**config.mk**
```make
export PLATFORM = sky130hd
export DESIGN_NAME = alu_divider
export DESIGN_NICKNAME = d
export VERILOG_FILES = /design/src/rtl/alu_div_pkg.sv /design/src/rtl/alu_divider_div_step.sv /design/src/rtl/alu_divider.sv
export SDC_FILE = /design/constraint.sdc
export NUM_CORES = 1
export LEC_CHECK = 0
export CAP_MARGIN = 30
export CORE_ASPECT_RATIO = 0.6
export CORE_MARGIN = 5
export CORE_UTILIZATION = 52
export DETAILED_ROUTE_END_ITERATION = 10
export PLACE_DENSITY = 0.78
export SLEW_MARGIN = 5
export SYNTH_ARGS = -nofsm -noshare
export SYNTH_HDL_FRONTEND = slang
export SYNTH_HIERARCHICAL = 1
export SYNTH_SLANG_ARGS = --single-unit
```
**constraint.sdc**
```tcl
create_clock -name clk -period 3.45 [get_ports clk]
set_input_delay 0.69 -clock clk [delete_from_list [all_inputs] [get_ports clk]]
set_output_delay 0.69 -clock clk [all_outputs]
set_load 0.01 [all_outputs]
```
**src/rtl/alu_div_pkg.sv**
```systemverilog
// alu_div_pkg: shared state type, default sizes and magnitude helper for the iterative divider
package alu_div_pkg;
    localparam int DIV_WIDTH = 32;
    localparam int DIV_CNT_W = 6;
    typedef enum logic [1:0] {IDLE, RUN, FIX, DONE} div_state_t;
    function automatic logic [DIV_WIDTH-1:0] abs_u(input logic [DIV_WIDTH-1:0] v);
        return v[DIV_WIDTH-1] ? -v : v;
    endfunction
endpackage

```
**src/rtl/alu_divider_div_step.sv**
```systemverilog
// div_step: one restoring iteration, shift in the next dividend bit and trial-subtract the divisor
module div_step
    import alu_div_pkg::*;
#(
    parameter int WIDTH = DIV_WIDTH
) (
    input  logic [WIDTH-1:0] rem_i,
    input  logic             dvd_msb_i,
    input  logic [WIDTH-1:0] divisor_i,
    output logic [WIDTH-1:0] rem_o,
    output logic             q_bit_o
);
    logic [WIDTH:0] sh, diff;
    assign sh      = {rem_i, dvd_msb_i};
    assign diff    = sh - {1'b0, divisor_i};
    assign q_bit_o = ~diff[WIDTH];
    assign rem_o   = q_bit_o ? diff[WIDTH-1:0] : sh[WIDTH-1:0];
endmodule

```
**src/rtl/alu_divider.sv**
```systemverilog
// alu_divider: iterative restoring DIV/DIVU unit for LO/HI; ALU_DIV_ZERO_DETECT_EN enables the divide-by-zero shortcut
module alu_divider
    import alu_div_pkg::*;
#(
    parameter int WIDTH = DIV_WIDTH,
    parameter int CNT_W = DIV_CNT_W
) (
    input  logic             clk,
    input  logic             reset,
    input  logic             start,
    input  logic             Signed,
    input  logic [WIDTH-1:0] A,
    input  logic [WIDTH-1:0] B,
    output logic             busy,
    output logic             done,
    output logic [WIDTH-1:0] Q,
    output logic [WIDTH-1:0] R,
    output logic             DivZero
);
    div_state_t       state_q, state_d;
    logic [CNT_W-1:0] cnt_q;
    logic [WIDTH-1:0] rem_q, dvd_q, dvs_q, q_q, r_q, rem_n, q_fix, r_fix;
    logic             sgn_q, a_neg_q, b_neg_q, dz_q, q_bit, accept, zero_op;

    assign accept = start && (state_q == IDLE || state_q == DONE);
`ifdef ALU_DIV_ZERO_DETECT_EN
    assign zero_op = B == '0;
`else
    assign zero_op = 1'b0;
`endif

    div_step #(.WIDTH(WIDTH)) u_step (
        .rem_i     (rem_q),
        .dvd_msb_i (dvd_q[WIDTH-1]),
        .divisor_i (dvs_q),
        .rem_o     (rem_n),
        .q_bit_o   (q_bit)
    );

    assign q_fix   = (sgn_q && (a_neg_q ^ b_neg_q)) ? -dvd_q : dvd_q;
    assign r_fix   = (sgn_q && a_neg_q) ? -rem_q : rem_q;
    assign busy    = state_q == RUN || state_q == FIX;
    assign done    = state_q == DONE;
    assign Q       = q_q;
    assign R       = r_q;
    assign DivZero = dz_q;

    // next-state logic: accept from IDLE/DONE, WIDTH RUN cycles, one FIX cycle, one DONE pulse
    always_comb begin
        state_d = state_q;
        case (state_q)
            IDLE, DONE: state_d = accept ? (zero_op ? DONE : RUN) : IDLE;
            RUN:        state_d = (cnt_q == CNT_W'(WIDTH - 1)) ? FIX : RUN;
            FIX:        state_d = DONE;
            default:    state_d = IDLE;
        endcase
    end

    // state register
    always_ff @(posedge clk) begin
        if (reset) state_q <= IDLE;
        else       state_q <= state_d;
    end

    // operand latch, shift/subtract iterations, and sign fix written to the visible Q/R
    always_ff @(posedge clk) begin
        if (reset) begin
            cnt_q   <= '0;
            rem_q   <= '0;
            dvd_q   <= '0;
            dvs_q   <= '0;
            q_q     <= '0;
            r_q     <= '0;
            sgn_q   <= 1'b0;
            a_neg_q <= 1'b0;
            b_neg_q <= 1'b0;
            dz_q    <= 1'b0;
        end else if (accept) begin
            cnt_q   <= '0;
            rem_q   <= '0;
            dvd_q   <= Signed ? abs_u(A) : A;
            dvs_q   <= Signed ? abs_u(B) : B;
            sgn_q   <= Signed;
            a_neg_q <= A[WIDTH-1];
            b_neg_q <= B[WIDTH-1];
            dz_q    <= zero_op;
            if (zero_op) begin
                q_q <= '1;
                r_q <= A;
            end
        end else if (state_q == RUN) begin
            cnt_q <= cnt_q + 1'b1;
            rem_q <= rem_n;
            dvd_q <= {dvd_q[WIDTH-2:0], q_bit};
        end else if (state_q == FIX) begin
            q_q <= q_fix;
            r_q <= r_fix;
        end
    end
endmodule

```
* After elaboration in Yosys (flattened, before gate mapping)
Index checks and enable logic that the tools add are counted.
Cells by class: equal/unequal tests 4, reduce and logical (&&, ||, !) cells 10, bitwise operators 4, multiplexer cells 12, add/sub/neg operators 6
Operators by type and width (count):
- two-way mux 32 bit | 9
- negation 32 bit | 4
- subtractor 33 x 32 -> 33 bit | 1
- adder 6 x 1 -> 6 bit (second input constant) | 1
- equality test 6 x 5 -> 1 bit (second input constant) | 1
- one-hot mux 2 bit (3 select lines) | 1
- equality test 2 bit (second input constant) | 2
- OR reduction 2 bit | 2
- logical AND 1 bit | 3
- NOT 1 bit | 3
- AND reduction 3 bit | 1
- equality test 2 x 1 -> 1 bit (second input constant) | 1
- logical NOT 2 bit | 1
- logical OR 1 bit | 2
- two-way mux 2 bit | 1
- nonzero test 2 bit | 1
- two-way mux 1 bit | 1
- XOR 1 bit | 1
Word-level totals: output and inout port bits 67, bits of input ports 68, word-level logic and storage cells 46, bits in registers 171

* Logic depth before layout (Yosys ltp)
word-level depth 5, depth in mapped cells 17

* Cells and area by module
The synthesis kept the hierarchy.
Modules (own cells, without submodules):
- alu_divider | area an instance 9038.7 um2, times used 1, cells each 1083, sequential area each 3423.3 um2
- div_step | area an instance 2358.5 um2, times used 1, cells each 305, sequential area each 0.0 um2

* Worst setup path before layout
Ideal clock, no wire load.
path type flip-flop to flip-flop, start point register dvd_q[31], end point register rem_q[14], path buffers 2, required time 3322 ps, arrival time 3292 ps, cell stages (with the launch flop) 18, clock period less this slack 3420 ps, slack 30 ps, cells stage by stage dfxtp_1 > inv_1 > ha_1 > fa_1 > and2b_1 > o2111ai_2 > a21oi_2 > o2111ai_1 > a211oi_2 > nor2_4 > mux2i_4 > and2_4 > buf_12 > inv_8 > buf_12 > mux2_4 > mux2i_1 > nor2_1
On the way: word-level cells in the longest chain between the ends 2
RTL lines:
- start: declaration | line alu_divider.sv:22 | logic [WIDTH-1:0] rem_q, dvd_q, dvs_q, q_q, r_q, rem_n, q_fix, r_fix;
- start signal: assignment | line alu_divider.sv:81 | dvd_q <= Signed ? abs_u(A) : A;
- start signal: assignment | line alu_divider.sv:94 | dvd_q <= {dvd_q[WIDTH-2:0], q_bit};
- subtractor 33 x 32 -> 33 bit | line alu_divider_div_step.sv:15 | assign diff = sh - {1'b0, divisor_i};
- two-way mux 32 bit | line alu_divider_div_step.sv:17 | assign rem_o = q_bit_o ? diff[WIDTH-1:0] : sh[WIDTH-1:0];
- via rem_n[14] | line alu_divider.sv:22
- end signal: assignment | line alu_divider.sv:93 | rem_q <= rem_n;
- end: declaration | line alu_divider.sv:22
The timed path passes the listed nets, and every way through them passes these cells. A chain may end at the register's enable or synchronous reset.

* Final worst setup path
start point register dvs_q[14], end point register rem_q[8]
On the way: word-level cells in the longest chain between the ends 2
RTL lines:
- start: declaration | line alu_divider.sv:22
- start signal: assignment | line alu_divider.sv:82 | dvs_q <= Signed ? abs_u(B) : B;
- subtractor 33 x 32 -> 33 bit | line alu_divider_div_step.sv:15
- two-way mux 32 bit | line alu_divider_div_step.sv:17
- via rem_n[8] | line alu_divider.sv:22
The timed path passes the listed nets, and every way through them passes these cells.

==> impl_metrics.sql <==
INSERT INTO impl_metrics (metric_group, metric, value, unit) VALUES
('status', 'outcome', 'finished clean', ''),
('synthesis', 'ys_warn_count', '6', ''),
('place', 'globalplace.congestion', '0.985', ''),
('min_path', 'worst_hold_depth', '2', ''),
('final_layout', 'register_area', '3420', 'um^2'),
('synthesis', 'synthDominantCellAreaShare', '30.0', '%'),
('clock_tree', 'clkTransAtPathRegs', '0.07', 'ns'),
('synthesis', 'synth.area.top_cells', 'sky130_fd_sc_hd__dfxtp_1 30%, sky130_fd_sc_hd__xnor2_1 5.5%, sky130_fd_sc_hd__mux2i_1 5.4%', ''),
('place', 'placedInstanceArea', '13100', 'um^2'),
('final_layout', 'filler_cells', '1795', ''),
('synthesis', 'netlist_instances', '1388', ''),
('final_layout', 'fin_util', '64.6', '%'),
('setup_path', 'r2r_setup_slack', '0.16', 'ns'),
('routing', 'drt_drc_violations_left', '0', ''),
('setup_path', 'worst_r2r_path_depth', '14', ''),
('routing', 'wl', '34700', 'um'),
('timing', 'timing.final.crit_period', '3.29', 'ns'),
('timing', 'clock_skew', '0.0126', 'ns'),
('clock_tree', 'clkLatencyLatePin', '0.43', 'ns'),
('clock_tree', 'cts.htree.levels', '4', ''),
('global_route', 'initial_antenna_violation_count', '1', ''),
('synthesis', 'synth_nets', '1497', ''),
('routing', 'drt_iter0_markers', '1590', ''),
('final_layout', 'final_layout_size_suffix_gt1_share', '10.0', '%'),
('timing', 'fin_crit_sh', '95.5', '%'),
('global_route', 'grt.total_usage', '26.6', '%'),
('power_and_ir_drop', 'vdd_ir_drop_max', '0.275', 'mV'),
('floorplan', 'core', '21300', 'um^2'),
('timing', 'totalNegativeSetupSlack', '0', 'ns'),
('timing', 'slew_viol_final', '0', ''),
('clock_tree', 'cts_hold_buf', '0', ''),
('synthesis', 'synth_async_sr_flop_share', '0', '%'),
('setup_path', 'worstPathBufferInverterCount', '2', ''),
('synthesis', 'synth_cell_types', '92', ''),
('clock_tree', 'cts.sinks', '171', ''),
('synthesis', 'synth.ff_latch_count', '171', ''),
('timing', 'finalWorstSetupSlack', '0.156', 'ns'),
('power_and_ir_drop', 'power_density', '382', 'nW/um^2'),
('clock_tree', 'cts-buffers-inserted', '17', ''),
('place', 'portBuffers', '133', ''),
('synthesis', 'yosys_most_used_dff', 'sky130_fd_sc_hd__dfxtp_1', ''),
('synthesis', 'seq_area_frac_synth', '30.0', '%'),
('setup_path', 'cp_slowest_cell', 'sky130_fd_sc_hd__ha_1', ''),
('setup_path', 'max_stage_delay', '0.37', 'ns'),
('setup_path', 'regToRegStartpoint', 'dvs_q[14]', ''),
('clock_tree', 'tritoncts', 'done', ''),
('routing', 'drt.antenna.violating_nets', '0', ''),
('synthesis', 'synthDominantAreaCellType', 'sky130_fd_sc_hd__dfxtp_1', ''),
('setup_path', 'timing_worst_setup_path_type', 'register to register', ''),
('global_route', 'grt_start_max_net_pins', '77', ''),
('global_route', 'grt.overflow.total', '0', ''),
('timing', 'rsz0062_at_grt', 'no', ''),
('final_layout', 'layout.nets', '1620', ''),
('run', 'max-cap-violations', '0', ''),
('place', 'hpwlAfterDp', '26900', 'um'),
('power_and_ir_drop', 'total_power', '5.25', 'mW'),
('floorplan', 'initial_utilization', '53.5', '%'),
('timing', 'worst_slew_pin_slew', '0.894', 'ns'),
('routing', 'detail_route.first_pass.iterations', '5', ''),
('setup_path', 'worstPathCellList', 'inv_1 -> ha_1 -> and4_1 -> and3_1 -> a221o_1 -> a21oi_2 -> a211oi_2 -> nor2_4 -> mux2i_4 -> and2_4 -> clkinv_8 -> mux2_4 -> mux2i_1 -> nor2_1', ''),
('timing', 'worst_slew_margin_rel', '40.4', '%'),
('place', 'place_inst', '1768', ''),
('clock_tree', 'cts_buffer_depth', '2', ''),
('setup_path', 'rr_endpoint', 'rem_q[8]', ''),
('setup_path', 'critPathLaunchType', 'register', ''),
('synthesis', 'synthesis.area', '11400', 'um^2'),
('final_layout', 'area_delta_synth_final', '20.7', '%'),
('floorplan', 'chipHeight', '125', 'um'),
('floorplan', 'num_io_pins', '135', ''),
('synthesis', 'synth_enable_flop_cells', '0', ''),
('final_layout', 'antenna_cells', '0', '');
==> power by group <==
group / leakage [nW] / switching (mW) / internal [mW]
clock: 0.313 / 0.869 / 1.23
sequential: 1.39 / 0.106 / 2.04
combinational: 3.52 / 0.579 / 0.420
==> Yosys cell counts (all sizes together), types with 24 or more instances <==
master and number:
dfxtp 171, nor2 148, nand2 98, o21ai 79
xnor2 71, a21oi 66, mux2i 62, clkbuf 61
inv 60, xor2 58, a211oi 50, a31oi 42
ha 40, nor3 37, nand3 29, mux2 25
buf 24, nor4 24
==> cells by family (layout without fill, tap and decap cells) <==
group	count (synthesis)	after routing	synth area share (%)
AND/OR/NAND/NOR	451	451	20.0
AO/OA/AOI/OAI	361	361	21.0
flip-flops	171	171	30.0
other	1	1	0.0329
XOR/XNOR	129	129	9.91
multiplexers	87	87	8.65
buffers and inverters	147	283	5.81
adder cells (fa/ha/maj)	41	41	4.57
==> cell type report <==
cell class              instances  share of cell area, %
repair inverters                1                 0.0637
well taps                     279                   2.54
flip-flops and latches        171                   24.9
multi-input cells            1070                   53.3
repair buffers                190                   12.8
inverters                      60                   1.73
clock buffers                  18                   3.12
clock inverters                14                   1.50
==> flip-flops by register name, indices dropped and copies added, names as in the netlist <==
register  cells
rem_q        32
dvd_q        32
Q            32
a_neg_q       1
cnt_q         6
dvs_q        32
R            32
b_neg_q       1
sgn_q         1
state_q       2
==> how the worst max path moves through the flow <==
stage,from,to,slack [ns],depth (start not counted)
2_1_floorplan,dvd_q[31],rem_q[14],0.03,17
3_3_place_gp,dvd_q[31],rem_q[5],0.11,15
3_5_place_dp,dvd_q[31],rem_q[7],0.03,15
4_1_cts,dvd_q[31],rem_q[7],0.03,15
5_1_grt,dvd_q[31],rem_q[22],0.01,15
6_report,dvs_q[14],rem_q[8],0.16,14
==> cell usage in the layout, fill, tap and decap left out, types with 19 or more instances in the layout <==
| cell type | instances |
|---|---|
| sky130_fd_sc_hd__inv_1 | 59 |
| sky130_fd_sc_hd__nor2_1 | 146 |
| sky130_fd_sc_hd__nand2_1 | 98 |
| sky130_fd_sc_hd__xnor2_1 | 71 |
| sky130_fd_sc_hd__nand3_1 | 29 |
| sky130_fd_sc_hd__o21ai_0 | 70 |
| sky130_fd_sc_hd__buf_4 | 56 |
| sky130_fd_sc_hd__xor2_1 | 58 |
| sky130_fd_sc_hd__ha_1 | 38 |
| sky130_fd_sc_hd__nor3_1 | 37 |
| sky130_fd_sc_hd__clkdlybuf4s50_1 | 132 |
| sky130_fd_sc_hd__a31oi_1 | 42 |
| sky130_fd_sc_hd__mux2i_1 | 61 |
| sky130_fd_sc_hd__a21oi_1 | 64 |
| sky130_fd_sc_hd__a211oi_1 | 48 |
| sky130_fd_sc_hd__dfxtp_1 | 171 |
| sky130_fd_sc_hd__mux2_4 | 19 |
| sky130_fd_sc_hd__nor4_1 | 19 |
==> what timing repair did <==
action,4_1_cts,5_1_grt
resized for setup,0,2
buffers inserted,0,2
setup endpoints to repair,0,23
==> worst min-delay path, cell delays in order (launching register included) <==
cell and delay [ns]:
sky130_fd_sc_hd__dfxtp_1 0.32, sky130_fd_sc_hd__nand2_1 0.04, sky130_fd_sc_hd__o21ai_0 0.05
==> layer usage <==
layer  global-route usage (%)  vias up  share of wire [%]
met5                        0        -              0.020
met2                     31.7      593                 35
met1                     44.3     5111                 51
li1                         -     5302                  -
met4                     3.88        2               0.68
met3                     9.21       29                 13
Note: power is estimated with default switching activity, not from simulation.
